$ cat src/rtl/riscv_wb_pkg.sv
// rtl/riscv_wb_pkg.sv - shared sizes, writeback entry type and hazard helper
package riscv_wb_pkg;

    localparam int TAG_DEPTH = 4;
    localparam int BUF_DEPTH = 2;
    localparam int XLEN      = 32;
    localparam int REG_AW    = 5;

    typedef struct packed {
        logic [REG_AW-1:0] rd;
        logic [XLEN-1:0]   data;
    } wb_entry_t;

    localparam int ENTRY_W = $bits(wb_entry_t);
    localparam int TAG_CW  = $clog2(TAG_DEPTH + 1);
    localparam int BUF_CW  = $clog2(BUF_DEPTH + 1);

    // x0 is never a real dependency, so it can never hit.
    function automatic logic reg_hit(input logic [REG_AW-1:0] rd,
                                     input logic [REG_AW-1:0] rs1,
                                     input logic [REG_AW-1:0] rs2,
                                     input logic [REG_AW-1:0] id_rd);
        return (rd != '0) && ((rd == rs1) || (rd == rs2) || (rd == id_rd));
    endfunction

endpackage

$ cat src/rtl/writeback_arbiter_fifo.sv
// rtl/writeback_arbiter_fifo.sv - wb_fifo: small in-order FIFO exposing every slot
module wb_fifo #(
    parameter int WIDTH = 8,
    parameter int DEPTH = 4,
    localparam int PW = (DEPTH > 1) ? $clog2(DEPTH) : 1,
    localparam int CW = $clog2(DEPTH + 1)
) (
    input  logic                        clk,
    input  logic                        rst_n,
    input  logic                        i_push,
    input  logic                        i_pop,
    input  logic [WIDTH-1:0]            i_data,
    output logic [WIDTH-1:0]            o_head,
    output logic                        o_full,
    output logic                        o_empty,
    output logic [CW-1:0]               o_count,
    output logic [DEPTH-1:0][WIDTH-1:0] o_entries,
    output logic [DEPTH-1:0]            o_valid
);

    logic [DEPTH-1:0][WIDTH-1:0] r_mem;
    logic [PW-1:0]               r_rd_ptr;
    logic [PW-1:0]               r_wr_ptr;
    logic [CW-1:0]               r_count;
    logic [DEPTH-1:0]            r_valid;
    logic [DEPTH-1:0]            w_valid_nxt;
    logic                        w_push;
    logic                        w_pop;

    function automatic logic [PW-1:0] ptr_inc(input logic [PW-1:0] p);
        return (p == PW'(DEPTH - 1)) ? '0 : p + 1'b1;
    endfunction

    assign o_full    = (r_count == CW'(DEPTH));
    assign o_empty   = (r_count == '0);
    assign o_count   = r_count;
    assign o_head    = r_mem[r_rd_ptr];
    assign o_entries = r_mem;
    assign o_valid   = r_valid;

    // A pop frees the slot the push lands in when full.
    assign w_pop  = i_pop && !o_empty;
    assign w_push = i_push && (!o_full || w_pop);

    always_comb begin
        w_valid_nxt = r_valid;
        if (w_pop)
            w_valid_nxt[r_rd_ptr] = 1'b0;
        if (w_push)
            w_valid_nxt[r_wr_ptr] = 1'b1;
    end

    always_ff @(posedge clk or negedge rst_n) begin
        if (!rst_n) begin
            r_rd_ptr <= '0;
            r_wr_ptr <= '0;
            r_count  <= '0;
            r_valid  <= '0;
        end else begin
            if (w_pop)
                r_rd_ptr <= ptr_inc(r_rd_ptr);
            if (w_push)
                r_wr_ptr <= ptr_inc(r_wr_ptr);
            r_count <= r_count + CW'(w_push) - CW'(w_pop);
            r_valid <= w_valid_nxt;
        end
    end

    always_ff @(posedge clk) begin
        if (w_push)
            r_mem[r_wr_ptr] <= i_data;
    end

endmodule

$ cat src/rtl/writeback_arbiter.sv
// rtl/writeback_arbiter.sv - merges ALU results and in-order load returns onto one RF write port
module writeback_arbiter
    import riscv_wb_pkg::*;
(
    input  logic              clk,
    input  logic              rst_n,
    input  logic              i_alu_valid,
    input  logic [REG_AW-1:0] i_alu_rd,
    input  logic [XLEN-1:0]   i_alu_data,
    input  logic              i_ld_issue,
    input  logic [REG_AW-1:0] i_ld_issue_rd,
    output logic              o_issue_ready,
    input  logic              i_ld_resp_valid,
    input  logic [XLEN-1:0]   i_ld_resp_data,
    output logic              o_ld_resp_ready,
    input  logic [REG_AW-1:0] i_id_rs1,
    input  logic [REG_AW-1:0] i_id_rs2,
    input  logic [REG_AW-1:0] i_id_rd,
    output logic              o_stall,
    output logic              o_rf_we,
    output logic [REG_AW-1:0] o_rf_addr,
    output logic [XLEN-1:0]   o_rf_wd,
    output logic              o_ld_err
);

    logic                                w_tag_full, w_tag_empty;
    logic [REG_AW-1:0]                   w_tag_head;
    logic [TAG_CW-1:0]                   w_tag_count;
    logic [TAG_DEPTH-1:0][REG_AW-1:0]    w_tag_ent;
    logic [TAG_DEPTH-1:0]                w_tag_vld;
    logic                                w_buf_full, w_buf_empty;
    wb_entry_t                           w_buf_head;
    logic [BUF_CW-1:0]                   w_buf_count;
    logic [BUF_DEPTH-1:0][ENTRY_W-1:0]   w_buf_ent;
    logic [BUF_DEPTH-1:0]                w_buf_vld;
    logic                                w_resp_acc, w_issue_push;
    logic                                w_buf_push, w_buf_pop, w_bypass;
    logic                                w_cand_vld, w_write, w_stall;
    wb_entry_t                           w_resp_entry, w_cand;
    logic                                w_unused_counts;
    logic                                r_rf_we;
    logic [REG_AW-1:0]                   r_rf_addr;
    logic [XLEN-1:0]                     r_rf_wd;
    logic                                r_ld_err;

    assign w_unused_counts = ^{w_tag_count, w_buf_count};

    // A full buffer can still take a response when its head drains this cycle.
    assign o_ld_resp_ready = !w_buf_full || !i_alu_valid;
    assign w_resp_acc      = i_ld_resp_valid && o_ld_resp_ready && !w_tag_empty;
    assign o_issue_ready   = !w_tag_full || w_resp_acc;
    assign w_issue_push    = i_ld_issue && o_issue_ready;

    assign w_buf_pop    = !i_alu_valid && !w_buf_empty;
    assign w_bypass     = w_resp_acc && !i_alu_valid && w_buf_empty;
    assign w_buf_push   = w_resp_acc && !w_bypass;
    assign w_resp_entry = '{rd: w_tag_head, data: i_ld_resp_data};

    wb_fifo #(.WIDTH(REG_AW), .DEPTH(TAG_DEPTH)) u_tag_q (
        .clk       (clk),
        .rst_n     (rst_n),
        .i_push    (w_issue_push),
        .i_pop     (w_resp_acc),
        .i_data    (i_ld_issue_rd),
        .o_head    (w_tag_head),
        .o_full    (w_tag_full),
        .o_empty   (w_tag_empty),
        .o_count   (w_tag_count),
        .o_entries (w_tag_ent),
        .o_valid   (w_tag_vld)
    );

    wb_fifo #(.WIDTH(ENTRY_W), .DEPTH(BUF_DEPTH)) u_data_buf (
        .clk       (clk),
        .rst_n     (rst_n),
        .i_push    (w_buf_push),
        .i_pop     (w_buf_pop),
        .i_data    (w_resp_entry),
        .o_head    (w_buf_head),
        .o_full    (w_buf_full),
        .o_empty   (w_buf_empty),
        .o_count   (w_buf_count),
        .o_entries (w_buf_ent),
        .o_valid   (w_buf_vld)
    );

    always_comb begin
        w_cand_vld = 1'b1;
        w_cand     = w_resp_entry;
        if (i_alu_valid)
            w_cand = '{rd: i_alu_rd, data: i_alu_data};
        else if (!w_buf_empty)
            w_cand = w_buf_head;
        else if (!w_bypass)
            w_cand_vld = 1'b0;
    end

    assign w_write = w_cand_vld && (w_cand.rd != '0);

    // The rf_* register itself never stalls: the RF absorbs it on the negedge.
    always_comb begin
        w_stall = w_buf_full;
        for (int i = 0; i < TAG_DEPTH; i++)
            if (w_tag_vld[i] && reg_hit(w_tag_ent[i], i_id_rs1, i_id_rs2, i_id_rd))
                w_stall = 1'b1;
        for (int j = 0; j < BUF_DEPTH; j++)
            if (w_buf_vld[j] && reg_hit(w_buf_ent[j][ENTRY_W-1 -: REG_AW], i_id_rs1, i_id_rs2, i_id_rd))
                w_stall = 1'b1;
    end

    assign o_stall = w_stall;

    always_ff @(posedge clk or negedge rst_n) begin
        if (!rst_n) begin
            r_rf_we   <= 1'b0;
            r_rf_addr <= '0;
            r_rf_wd   <= '0;
            r_ld_err  <= 1'b0;
        end else begin
            r_rf_we <= w_write;
            if (w_write) begin
                r_rf_addr <= w_cand.rd;
                r_rf_wd   <= w_cand.data;
            end
            if ((i_ld_resp_valid && w_tag_empty) || (i_ld_issue && !o_issue_ready))
                r_ld_err <= 1'b1;
        end
    end

    assign o_rf_we   = r_rf_we;
    assign o_rf_addr = r_rf_addr;
    assign o_rf_wd   = r_rf_wd;
    assign o_ld_err  = r_ld_err;

endmodule
$ cat config.mk
export PLATFORM = sky130hd
export DESIGN_NAME = writeback_arbiter
export DESIGN_NICKNAME = d
export VERILOG_FILES = /design/src/rtl/riscv_wb_pkg.sv /design/src/rtl/writeback_arbiter_fifo.sv /design/src/rtl/writeback_arbiter.sv
export SDC_FILE = /design/constraint.sdc
export NUM_CORES = 1
export LEC_CHECK = 0
export CORE_MARGIN = 2
export CORE_UTILIZATION = 52
export CTS_CLUSTER_SIZE = 24
export DETAILED_ROUTE_END_ITERATION = 8
export GPL_ROUTABILITY_DRIVEN = 0
export HOLD_SLACK_MARGIN = 0.02
export MAX_ROUTING_LAYER = met4
export PLACE_DENSITY = 0.8
export SLEW_MARGIN = 20
export SYNTH_ARGS = -nofsm -noshare
export SYNTH_HDL_FRONTEND = slang
export SYNTH_SLANG_ARGS = --single-unit
$ cat constraint.sdc
create_clock -name clk -period 5.1 [get_ports clk]
set_input_delay 0.51 -clock clk [delete_from_list [all_inputs] [get_ports clk]]
set_output_delay 0.51 -clock clk [all_outputs]
set_load 0.01 [all_outputs]
# Word level (Yosys, flattened, before mapping)
# Index checks and enable logic that the tools add are counted.
[word_totals] ff_bits=150 out_inout_bits=42 wordCells=162
[classes] n_bitwise=6 reduce_logical=63 add_sub_neg=8 n_lt_le_gt_ge=8 eq_ne=22 muxes=37
[op_table] op="$mux W37" count=5
[op_table] op="$eq A5 B5 Y1" count=18
[op_table] op="$bwmux W74" count=1
[op_table] op="$demux W37 S1" count=1
[op_table] op="$reduce_bool A5 Y1" count=7
[op_table] op="$logic_and A1 B1 Y1" count=30
[op_table] op="$bwmux W20" count=1
[op_table] op="$logic_or A1 B1 Y1" count=17
[op_table] op="$mux W1" count=15
[op_table] op="$bmux W5 S2" count=1
[op_table] op="$demux W5 S2" count=1
[op_table] op="$mux W5" count=2
[op_table] op="$mux W2" count=4
[op_table] op="$mux W4" count=2
[op_table] op="$logic_not A1 Y1" count=7
[op_table] op="$eq A2 B2 Y1 const B" count=3
[op_table] op="$lt A2 B3 Y1 const B" count=2
[op_table] op="$add A2 B1 Y2 const B" count=2
[op_table] op="$and A4 B4 Y4" count=1
[op_table] op="$demux W1 S2" count=2
[op_table] op="$ge A2 B1 Y1 const B" count=2
[op_table] op="$lt A1 B2 Y1 const B" count=2
[op_table] op="$not A4 Y4" count=1
[op_table] op="$or A4 B4 Y4" count=1
[op_table] op="13 further kinds" count=16

# Logic depth before layout (Yosys ltp)
[depth] ltp_word=12 depth_mapped=10 ltp_nobuf=10

# Hierarchy
# Synthesis repeated with hierarchy kept, for this count alone.
[hier_totals] cells_unflattened=641 hier_area_um2=7686.1
[modules_own_cells] module="writeback_arbiter" cells_each=415 n_inst=1 area_per_inst_um2=3349.5
[modules_own_cells] module="wb_fifo (u_data_buf)" cells_each=142 n_inst=1 area_per_inst_um2=2956.6
[modules_own_cells] module="wb_fifo (u_tag_q)" cells_each=84 n_inst=1 area_per_inst_um2=1380.1

# Worst setup path after synthesis
# OpenSTA, ideal clock, no wires.
[synth_path] kind="input -> register" from="input i_alu_valid" to="register u_data_buf.r_mem, in the netlist u_data_buf.o_entries[0] (enable)" arrival_ns=3.620 setup_time_ns=0.480 cell_stages=4 required_ns=4.620 slack_ns=1.001 path_buffers=1 cell_sequence="clkbuf_1 -> nand2_1 -> nand2_1 -> nor3_1"
[synth_between] elab_chain_len=9 word_cells_on_any_way=12 classes_between="reduce/logical: 12"
[synth_lines] item="start: declaration" line_no="writeback_arbiter.sv:7" text="input logic i_alu_valid,"
[synth_lines] item="$logic_not A1 Y1 (*)" line_no="writeback_arbiter.sv:49" text="assign o_ld_resp_ready = !w_buf_full || !i_alu_valid;"
[synth_lines] item="$logic_or A1 B1 Y1 (*)" line_no="writeback_arbiter.sv:49"
[synth_lines] item="via o_ld_resp_ready" line_no="writeback_arbiter.sv:15" text="output logic o_ld_resp_ready,"
[synth_lines] item="$logic_and A1 B1 Y1 (*) (2 in series)" line_no="writeback_arbiter.sv:50" text="assign w_resp_acc = i_ld_resp_valid && o_ld_resp_ready && !w_tag_empty;"
[synth_lines] item="$logic_and A1 B1 Y1 (2 in series)" line_no="writeback_arbiter.sv:55" text="assign w_bypass = w_resp_acc && !i_alu_valid && w_buf_empty;"
[synth_lines] item="$logic_not A1 Y1"
[synth_lines] item="$logic_and A1 B1 Y1 (*)" line_no="writeback_arbiter.sv:56" text="assign w_buf_push = w_resp_acc && !w_bypass;"
[synth_lines] item="$logic_and A1 B1 Y1 (*)" line_no="writeback_arbiter_fifo.sv:43" text="assign w_push = i_push && (!o_full || w_pop);"
[synth_lines] item="end signal: indexed assignment" line_no="writeback_arbiter_fifo.sv:71" text="r_mem[r_wr_ptr] <= i_data;"
[synth_lines] item="end: declaration" line_no="writeback_arbiter_fifo.sv:21" text="logic [DEPTH-1:0][WIDTH-1:0] r_mem;"
# Mark *: on every way through the listed nets, which the timed path passes. The rest lies on a longest branch.
# A chain may end at the register's enable or synchronous reset.

# Worst setup path after layout
[layout_path] from="register u_tag_q.r_mem, in the netlist u_tag_q.o_entries[17]" to="output o_stall"
[layout_between] elab_chain_len=8 word_cells_on_any_way=11 classes_between="eq/ne: 3; mux: 3; reduce/logical: 5"
[layout_lines] item="start: declaration" line_no="writeback_arbiter_fifo.sv:21"
[layout_lines] item="start signal: indexed assignment" line_no="writeback_arbiter_fifo.sv:71"
[layout_lines] item="$eq A5 B5 Y1" line_no="riscv_wb_pkg.sv:23" text="return (rd != '0) && ((rd == rs1) || (rd == rs2) || (rd == id_rd));"
[layout_lines] item="$logic_or A1 B1 Y1 (2 in series)" line_no="riscv_wb_pkg.sv:23"
[layout_lines] item="$logic_and A1 B1 Y1 (*)" line_no="riscv_wb_pkg.sv:23"
[layout_lines] item="$logic_and A1 B1 Y1 (*)" line_no="writeback_arbiter.sv:104" text="if (w_tag_vld[i] && reg_hit(w_tag_ent[i], i_id_rs1, i_id_rs2, i_id_rd))"
[layout_lines] item="$mux W1 (*)" line_no="writeback_arbiter.sv:104"
[layout_lines] item="$mux W1 (*) (2 in series)" line_no="writeback_arbiter.sv:107" text="if (w_buf_vld[j] && reg_hit(w_buf_ent[j][ENTRY_W-1 -: REG_AW], i_id_rs1, i_id_rs2, i_id_rd))"
[layout_lines] item="end: declaration" line_no="writeback_arbiter.sv:19" text="output logic o_stall,"
# Mark *: on every way between the ends. The rest lies on a longest branch, timed or not.

==> flow_summary.json <==
{
  "htreeDepth": 4,
  "syn-cell-area_um2": 7190,
  "r2r_cells": 7,
  "ys_warn_count": 0,
  "tns_ns": 0,
  "use_met3_pct": 5.71,
  "critPathRequiredTime_ns": 4.59,
  "regArea_um2": 4220,
  "grtUsageTotal_pct": 27.8,
  "grt_use_met1_pct": 34.9,
  "worstSkewPairLatency_ns": 0.42,
  "rsz0062_at_grt": "false",
  "viasPerCell": 6.08,
  "cts.sinks": 150,
  "grt_overflow_total": 0,
  "dp_cells": 857,
  "cts_setup_buffers": 0,
  "grt_pass1_vias": 5519,
  "critPathCaptureType": "output port",
  "period_share_pct": 62.9,
  "max_freq_mhz": 312,
  "holdBufCountCts": 0,
  "fillCellCount": 962,
  "startpoint": "u_tag_q.o_entries[17]$_DFFE_PP_",
  "fin_hold_ws_ns": 0.249,
  "crit_fanout": 5,
  "cp.buffers_inverters": 1,
  "r2r-end": "o_rf_wd[2]$_DFFE_PN0P_",
  "route.detailed.drc": 2,
  "ys_ff_latch": 150,
  "die_y_um": 122,
  "cts_max_path_buffers": 2,
  "area_growth_pct": 28.4,
  "num_rows": 42,
  "wire_per_inst_um": 21.7,
  "min_period_ns": 3.21,
  "worst_path_max_delay_cell": "or4_1",
  "cap_violations": 0,
  "grt-busiest-layer": "met2",
  "ant_nets": 0,
  "reg2reg_from": "u_tag_q.r_rd_ptr[0]$_DFFE_PN0N_",
  "cts_buffers": 17,
  "hold_class": "in2async",
  "multiInputGateArea_um2": 2750,
  "worstPathArrival_ns": 2.70,
  "avgSynthCellArea_um2": 12.5,
  "finalHoldViolCount": 0,
  "port_buffers": 135,
  "firstDrtPassIters": 9,
  "drive_gt1_share_pct": 7.85,
  "synth_fp_nets": 681,
  "finalClockSkew_ns": 0.0107,
  "grt_first_pass_wirelength_um": 29900,
  "die-area_um2": 14800,
  "cts_tree": "built",
  "tightest_slew_ns": 0.952,
  "cp_slowest_stage_delay_ns": 0.56,
  "cp-start-kind": "flip-flop",
  "leakage_nw": 3.55,
  "core_um2": 13400,
  "dp_hpwl_um": 12800,
  "critPathCapture": "o_stall",
  "wirelength_um": 19300,
  "drt-initial-drc-count": 603,
  "ioPinCount": 136,
  "antenna_found_initial": 0,
  "synth_cell_types": 41,
  "initial_utilization_pct": 53.7,
  "grt_max_degree": 57,
  "post_cts_resized": 0,
  "violations": "design-rule violations",
  "drv_slew": 0,
  "reg2reg_setup_slack_ns": 2.23,
  "met2_usage_pct": 44.0,
  "cp.depth": 6,
  "fp.dieW_um": 122,
  "finalSetupViolCount": 0,
  "vias": 5404,
  "crit_chain": "or4_1, o21ai_0, a31oi_1, nor4_1, nand4_1, clkdlybuf4s50_1",
  "p_per_area_nw_per_um2": 541,
  "clockRootBuffer": "clkbuf_16",
  "ir_drop_mv": 0.262,
  "final_cells": 889,
  "crit_family": "simple AND/OR/NAND/NOR gates",
  "ys_seq_area_share_pct": 58.7,
  "diodes": 0,
  "nets": 807,
  "clk_pin_slew_ns": 0.06,
  "crit_type": "reg2out",
  "relSlewSlack_pct": 36.6,
  "status": "finished with violations",
  "synthCells": 574
}
==> kinds of logic after synthesis <==
kind of cell	count (synthesis)	synth area share (%)
multiplexers	10	2.33
XOR/XNOR	95	11.6
flip-flops	150	58.7
buffers and inverters	54	3.32
AND/OR/NAND/NOR	119	7.83
AO/OA/AOI/OAI	133	13.8
adder cells (fa/ha/maj)	13	2.37
==> layout by cell type, fill, tap and decap left out, types with 4 or more instances in the layout <==
master,n
and3_1,4
nand3_1,22
o221ai_1,5
o21ai_0,11
clkbuf_16,18
dfrtp_1,56
nand2b_1,4
xnor2_1,46
mux2_2,4
edfxtp_1,94
a21oi_1,33
nor2_1,5
a21o_1,38
inv_1,16
or4_1,6
nor3_1,17
nand2_1,48
clkdlybuf4s50_1,134
mux4_2,5
xor2_1,49
buf_4,9
a222oi_1,32
ha_1,12
==> worst min path at each step <==
stage,start,endpoint,slack [ns],cells after the start
after floorplan,rst_n,o_ld_err$_DFFE_PN0P_,0.21,0
after global placement,o_rf_wd[1]$_DFFE_PN0P_,o_rf_wd[1]$_DFFE_PN0P_,0.46,1
after detailed placement,o_rf_addr[1]$_DFFE_PN0P_,o_rf_addr[1]$_DFFE_PN0P_,0.47,1
after CTS,rst_n,u_tag_q.o_valid[2]$_DFF_PN0_,0.29,2
after global routing,rst_n,u_tag_q.o_valid[0]$_DFF_PN0_,0.32,2
final,rst_n,u_tag_q.r_wr_ptr[1]$_DFFE_PN0N_,0.25,2
==> per-layer routing <==
layer	share of wire (%)	up-vias
met5	0	-
met4	3.1	0
met3	7.3	45
met2	51	286
met1	39	2682
li1	-	2391
==> area by class of cell <==
| cell class | instances | share of cell area (%) |
|---|---|---|
| clock buffers | 22 | 5.15 |
| clock inverters | 10 | 1.03 |
| multi-input cells | 370 | 29.7 |
| well taps | 176 | 2.38 |
| flip-flops and latches | 150 | 45.7 |
| repair buffers | 144 | 15.3 |
| inverters | 17 | 0.691 |
==> flip-flops by register name, indices dropped and copies added, names as in the netlist, 2 cells and up <==
| name | cells |
|---|---|
| u_data_buf.o_entries | 74 |
| o_rf_wd | 32 |
| u_tag_q.o_entries | 20 |
| o_rf_addr | 5 |
| u_tag_q.o_valid | 4 |
| u_tag_q.o_count | 3 |
| u_data_buf.o_count | 2 |
| u_data_buf.o_valid | 2 |
| u_tag_q.r_rd_ptr | 2 |
| u_tag_q.r_wr_ptr | 2 |
==> synthesized netlist by cell type <==
cell,count,share of area (%)
xor2_1,49,6.0
ha_1,12,2.1
nor2b_1,1,0.087
a21oi_1,33,2.3
fa_1,1,0.28
nor3_1,19,1.3
mux2_2,4,0.63
clkbuf_1,28,1.5
buf_2,2,0.14
a31oi_1,3,0.26
or4_1,6,0.63
dfrtp_1,56,19
nand4_1,3,0.26
nor4_1,1,0.087
o31ai_1,3,0.31
a32oi_1,3,0.37
o21ai_0,11,0.77
a221oi_1,1,0.12
o21bai_2,1,0.16
nand2_1,48,2.5
a22o_1,1,0.12
a31o_2,1,0.12
and3_1,5,0.43
nor2_1,7,0.37
mux4_2,5,1.6
nand2b_1,4,0.35
inv_1,16,0.84
edfxtp_1,94,39
o221ai_1,5,0.61
buf_4,3,0.31
o31ai_4,1,0.30
or3_1,2,0.17
buf_1,1,0.052
a21o_1,38,4.0
clkinv_1,1,0.052
buf_6,3,0.47
and2_1,1,0.087
xnor2_1,46,5.6
a222oi_1,32,4.5
nand3_1,22,1.5
mux2i_1,1,0.14
==> report_power, final <==
part | internal [mW] | switching [mW]
Sequential | 1.76 | 0.330
Clock | 0.713 | 0.478
Combinational | 0.839 | 0.879
==> per-stage QoR <==
stage / cell area, um^2 / power (mW) / setup slack, ns / utilization, %
global placement: 8670 / 3.70 / 1.78 / 64.7
global route: 9240 / 5.26 / 1.73 / 68.9
CTS: 9240 / 5.02 / 1.89 / 68.9
floorplan: 7190 / 3.03 / 1.00 / -
finish: 9240 / 5.00 / 1.89 / 68.9
detailed placement: 8670 / 3.80 / 1.55 / 64.7
Power figures use the tool's default switching activity.
